`src/rtl/regfile_access_ctrl.sv`:
```
// Register file access controller: merges write-back and debug writes onto the
// single write port and streams every register to the debug unit while halted.
module regfile_access_ctrl #(
  parameter int NB_DATA           = 32,
  parameter int N_REGISTERS       = 32,
  parameter int NB_ADDR_REGISTERS = $clog2(N_REGISTERS)
) (
  input  logic                         i_clk,
  input  logic                         i_reset,
  input  logic                         i_wb_w_en,
  input  logic [NB_ADDR_REGISTERS-1:0] i_wb_reg_num,
  input  logic [NB_DATA-1:0]           i_wb_w_data,
  input  logic                         i_dbg_w_req,
  input  logic [NB_ADDR_REGISTERS-1:0] i_dbg_reg_num,
  input  logic [NB_DATA-1:0]           i_dbg_w_data,
  output logic                         o_dbg_w_ack,
  input  logic                         i_halted,
  input  logic                         i_dump_start,
  input  logic                         i_dump_ready,
  output logic                         o_dump_valid,
  output logic [NB_DATA-1:0]           o_dump_data,
  output logic [NB_ADDR_REGISTERS-1:0] o_dump_idx,
  output logic                         o_dump_last,
  output logic                         o_dump_done,
  output logic                         o_busy,
  output logic                         o_rf_w_en,
  output logic [NB_ADDR_REGISTERS-1:0] o_rf_w_num,
  output logic [NB_DATA-1:0]           o_rf_w_data,
  output logic [NB_ADDR_REGISTERS-1:0] o_rf_r_num,
  input  logic [NB_DATA-1:0]           i_rf_r_data
);

  typedef enum logic [1:0] {ST_IDLE, ST_LOAD, ST_SEND} state_t;

  localparam logic [NB_ADDR_REGISTERS-1:0] LAST_IDX = NB_ADDR_REGISTERS'(N_REGISTERS - 1);

  state_t                         r_state;
  logic [NB_ADDR_REGISTERS-1:0]   r_idx;
  logic                           r_dump_valid;
  logic [NB_DATA-1:0]             r_dump_data;
  logic [NB_ADDR_REGISTERS-1:0]   r_dump_idx;
  logic                           r_dump_done;

  logic                           w_dbg_sel;
  logic                           w_wr_en;
  logic [NB_ADDR_REGISTERS-1:0]   w_wr_num;
  logic [NB_DATA-1:0]             w_wr_data;

  // Write-back always wins; debug only gets the port when no dump is running.
  always_comb begin
    w_dbg_sel = 1'b0;
    w_wr_en   = 1'b0;
    w_wr_num  = i_wb_reg_num;
    w_wr_data = i_wb_w_data;
    if (i_wb_w_en) begin
      w_wr_en = 1'b1;
    end else if (i_dbg_w_req && (r_state == ST_IDLE)) begin
      w_dbg_sel = 1'b1;
      w_wr_en   = 1'b1;
      w_wr_num  = i_dbg_reg_num;
      w_wr_data = i_dbg_w_data;
    end
  end

  assign o_rf_w_en   = w_wr_en && (w_wr_num != '0);
  assign o_rf_w_num  = w_wr_num;
  assign o_rf_w_data = w_wr_data;
  assign o_dbg_w_ack = w_dbg_sel;

  assign o_rf_r_num   = (r_state == ST_IDLE) ? '0 : r_idx;
  assign o_busy       = (r_state != ST_IDLE);
  assign o_dump_valid = r_dump_valid;
  assign o_dump_data  = r_dump_data;
  assign o_dump_idx   = r_dump_idx;
  assign o_dump_last  = r_dump_valid && (r_dump_idx == LAST_IDX);
  assign o_dump_done  = r_dump_done;

  always_ff @(posedge i_clk or negedge i_reset) begin
    if (!i_reset) begin
      r_state      <= ST_IDLE;
      r_idx        <= '0;
      r_dump_valid <= 1'b0;
      r_dump_data  <= '0;
      r_dump_idx   <= '0;
      r_dump_done  <= 1'b0;
    end else begin
      r_dump_done <= 1'b0;
      case (r_state)
        ST_IDLE: begin
          if (i_dump_start && i_halted) begin
            r_state <= ST_LOAD;
            r_idx   <= '0;
          end
        end
        ST_LOAD: begin
          if (!i_halted) begin
            r_state      <= ST_IDLE;
            r_idx        <= '0;
            r_dump_valid <= 1'b0;
          end else begin
            r_dump_data  <= i_rf_r_data;
            r_dump_idx   <= r_idx;
            r_dump_valid <= 1'b1;
            r_state      <= ST_SEND;
          end
        end
        ST_SEND: begin
          // Losing halt takes precedence over a same-cycle handshake.
          if (!i_halted) begin
            r_state      <= ST_IDLE;
            r_idx        <= '0;
            r_dump_valid <= 1'b0;
          end else if (i_dump_ready) begin
            r_dump_valid <= 1'b0;
            if (r_idx == LAST_IDX) begin
              r_state     <= ST_IDLE;
              r_idx       <= '0;
              r_dump_done <= 1'b1;
            end else begin
              r_idx   <= r_idx + 1'b1;
              r_state <= ST_LOAD;
            end
          end
        end
        default: begin
          r_state      <= ST_IDLE;
          r_idx        <= '0;
          r_dump_valid <= 1'b0;
        end
      endcase
    end
  end

endmodule
```
`config.mk`:
```
export PLATFORM = sky130hd
export DESIGN_NAME = regfile_access_ctrl
export DESIGN_NICKNAME = d
export VERILOG_FILES = /design/src/rtl/regfile_access_ctrl.sv
export SDC_FILE = /design/constraint.sdc
export NUM_CORES = 1
export LEC_CHECK = 0
export BUFFER_PORTS_ARGS = -buffer_cell sky130_fd_sc_hd__buf_2
export CAP_MARGIN = 20
export CORE_ASPECT_RATIO = 2
export CORE_MARGIN = 2
export CORE_UTILIZATION = 42
export DETAILED_ROUTE_END_ITERATION = 10
export PLACE_DENSITY_LB_ADDON = 0.25
export SLEW_MARGIN = 25
export SYNTH_ARGS = -nofsm -noshare
export SYNTH_HDL_FRONTEND = slang
export SYNTH_SLANG_ARGS = --single-unit
```
`constraint.sdc`:
```
create_clock -name i_clk -period 3 [get_ports i_clk]
set_input_delay 0.6 -clock i_clk [delete_from_list [all_inputs] [get_ports i_clk]]
set_output_delay 0.6 -clock i_clk [all_outputs]
set_load 0.01 [all_outputs]
```
==> results.ini <==
[status]
status = complete, no violations

[clock_tree]
cts_setup_buffers = 0
cts_hold_buffers = 0
cts_resized = 0
cts_root_buffer = clkbuf_16
clk_latency_ps = 280
h-tree-depth = 2
cts_tree = yes
cts_buffers = 5
cts_buffer_depth = 2
path_clk_slew_ps = 60
clock-sinks = 46

[global_route]
grt-ovfl-total = 0
grt_use_total = 0.218
grt_pass1_vias = 2249
antenna_found_initial = 0
grt_max_degree = 47
grt_pass1_wl_mm = 10.7

[floorplan]
coreArea_sq_um = 5660
initial_core_util = 0.429
rows = 39
die_h_microns = 112
dieWidth_microns = 57.8
die_area_sq_um = 6450
io_pins = 198

[sta]
max_slew_margin = 0.623
worstMarginPinSlew_ps = 566
setup_viol = 0
tns_ps = 0
fin_worst_skew_ps = 6.25
fin_crit_sh = 0.852
rsz0062_at_grt = no
fin_crit_ps = 2560
hold_viol = 0
maxSlewViolCount = 0
timing.fmax_mhz = 391

[power]
swShare = 0.283
power.leakage_nw = 1.94
finalPower_mw = 2.06
p_int_mw = 1.48
p_comb_frac = 0.297
seq_power_share = 0.401
p_switching_mw = 0.583
powerDensity_nw_per_um2 = 570
vdd_drop_max_uv = 513
clockPowerShare = 0.301

[logic_synthesis]
synth_area_leaders = dfrtp_1, mux2_2, mux2_1
ys_types = 32
synth_top_family_by_area = multiplexers
synthAdderAreaFrac = 0.0103
synthMuxAreaShare = 0.361
synth_top_cell_by_area = dfrtp_1
syn_nets = 295
seq_area_frac_synth = 0.473
yosysWarningCount = 0
synth_xor_area_frac = 0
netlist_instances = 180
synth_seq_cells = 46
synth_top_area_frac = 0.473
yosys.area_share.simple = 0.0926
syn_area_sq_um = 2430
syn_area_per_cell_sq_um = 13.5
synth_compound_gate_area_share = 0.0283

[placement]
gp_congestion = 0.966
portBuffers = 197
dp_hpwl_mm = 5.98

[final_layout]
fin_nets = 492
drive_gt1_frac = 0.735
insertedDiodeCount = 0
syn_to_final_growth_pct = 48.8

[detailed_routing]
routed_wl_mm = 7.18
wl_per_cell_microns = 16.4
drc_errors = 0
drtIter0Drc = 28
ant_nets = 0
vias_per_cell = 5.15
num_vias = 2263
firstDrtPassIters = 4

[setup_path]
required_ps = 2400
endpoint_kind = primary output
crit_fanout = 21
worstSetupPathType = reg -> out
cp-start-kind = flip-flop
arrival_ps = 1960

[run]
cap_violations = 0

[worst_hold_path]
min_path_type = in -> async

area by class of cell:
cell class | count | area [sq um]
Clock buffer | 5 | 125
Clock inverter | 3 | 43.8
Fill cell | 463 | 2040
Inverter | 2 | 7.51
Multi-Input combinational cell | 121 | 1200
Sequential cell | 46 | 1150
Tap cell | 61 | 76.3
Timing Repair Buffer | 201 | 1020
layer usage:
metal	track usage	vias up	part of all wire
li1	-	1047	-
met4	0.0915	0	0.029
met2	0.386	153	0.52
met1	0.233	1051	0.35
met3	0.0604	12	0.10
met5	0	-	0
final timing paths:
path	from	end	slack [ps]	cells after the start
setup reg to reg	r_idx[0]	r_idx[2]	1060	6
max in group asynchronous	i_reset	r_state[0]	2300	1
setup / recovery	r_state[1]	o_rf_w_num[3]	440	4
hold / removal	i_reset	o_dump_idx[0]	310	1
hold reg to reg	o_dump_data[15]	o_dump_data[15]	500	1
min in group i_clk	o_dump_data[15]	o_dump_data[15]	500	1
critical path, cell delays in order (launching register included):
cell and delay, ps:
dfrtp_1 510, nor4b_4 350, buf_4 310, mux2_2 370
buf_2 140
state kept, by name (all words and copies together), names as in the netlist:
register / cells
o_dump_idx: 5
r_idx: 5
o_dump_valid: 1
r_state: 2
o_dump_data: 32
o_dump_done: 1
cell families (layout without fill, tap and decap cells):
kind of cell    count (synthesis)  after routing
flops                          46             46
buf+inv                        13            211
mux                            77             77
simple gates                   32             32
fa+ha+maj                       2              2
compound gates                 10             10
cell usage in the layout (no fill, tap or decap):
cell,count
buf_2,196
mux2_2,63
dfrtp_1,46
mux2_1,10
nor2b_1,5
clkbuf_16,5
buf_4,5
nor2_1,4
o21ai_0,4
nand2_1,4
and3_1,3
mux2_4,3
inv_1,2
or4_1,2
nand4bb_1,2
a211o_1,2
nor3b_1,2
nand3b_1,2
ha_1,2
nor4b_4,1
nand4_1,1
and4_1,1
nand3b_2,1
o2111ai_1,1
and3_4,1
a22o_1,1
mux2i_1,1
nand2b_1,1
a21boi_0,1
nand3_1,1
nor3_1,1
a31oi_1,1
clkinv_2,1
inv_6,1
bufinv_16,1
synthesized netlist by cell type, drive strengths merged:
cell	n
or4	2
buf	11
a22o	1
nand2	4
mux2i	1
nor2b	5
and4	1
a21boi	1
nand3	1
a31oi	1
nand4	1
o21ai	4
o2111ai	1
nand3b	3
mux2	76
nor3b	2
inv	2
dfrtp	46
nor2	4
nor4b	1
nand4bb	2
and3	4
a211o	2
ha	2
nor3	1
nand2b	1
stage by stage:
step                hold slack [ps]  instance area, sq um  std cells  setup slack, ps  utilization
floorplan                       304                  2430        180              859            -
global placement                484                  3450        431              669        0.609
CTS                             503                  3620        439              443        0.639
detailed placement              487                  3450        431              625        0.609
global route                    366                  3620        439              336        0.639
finish                          309                  3620        439              443        0.639
power by group through the flow:
stage	clock [mW]	sequential [mW]	combinational, mW
2_1_floorplan	0	0.899	0.254
3_3_place_gp	0	0.835	0.605
3_5_place_dp	0	0.839	0.620
4_1_cts	0.641	0.829	0.621
5_1_grt	0.658	0.846	0.660
6_report	0.621	0.827	0.613
Note: power is estimated with default switching activity, not from simulation.
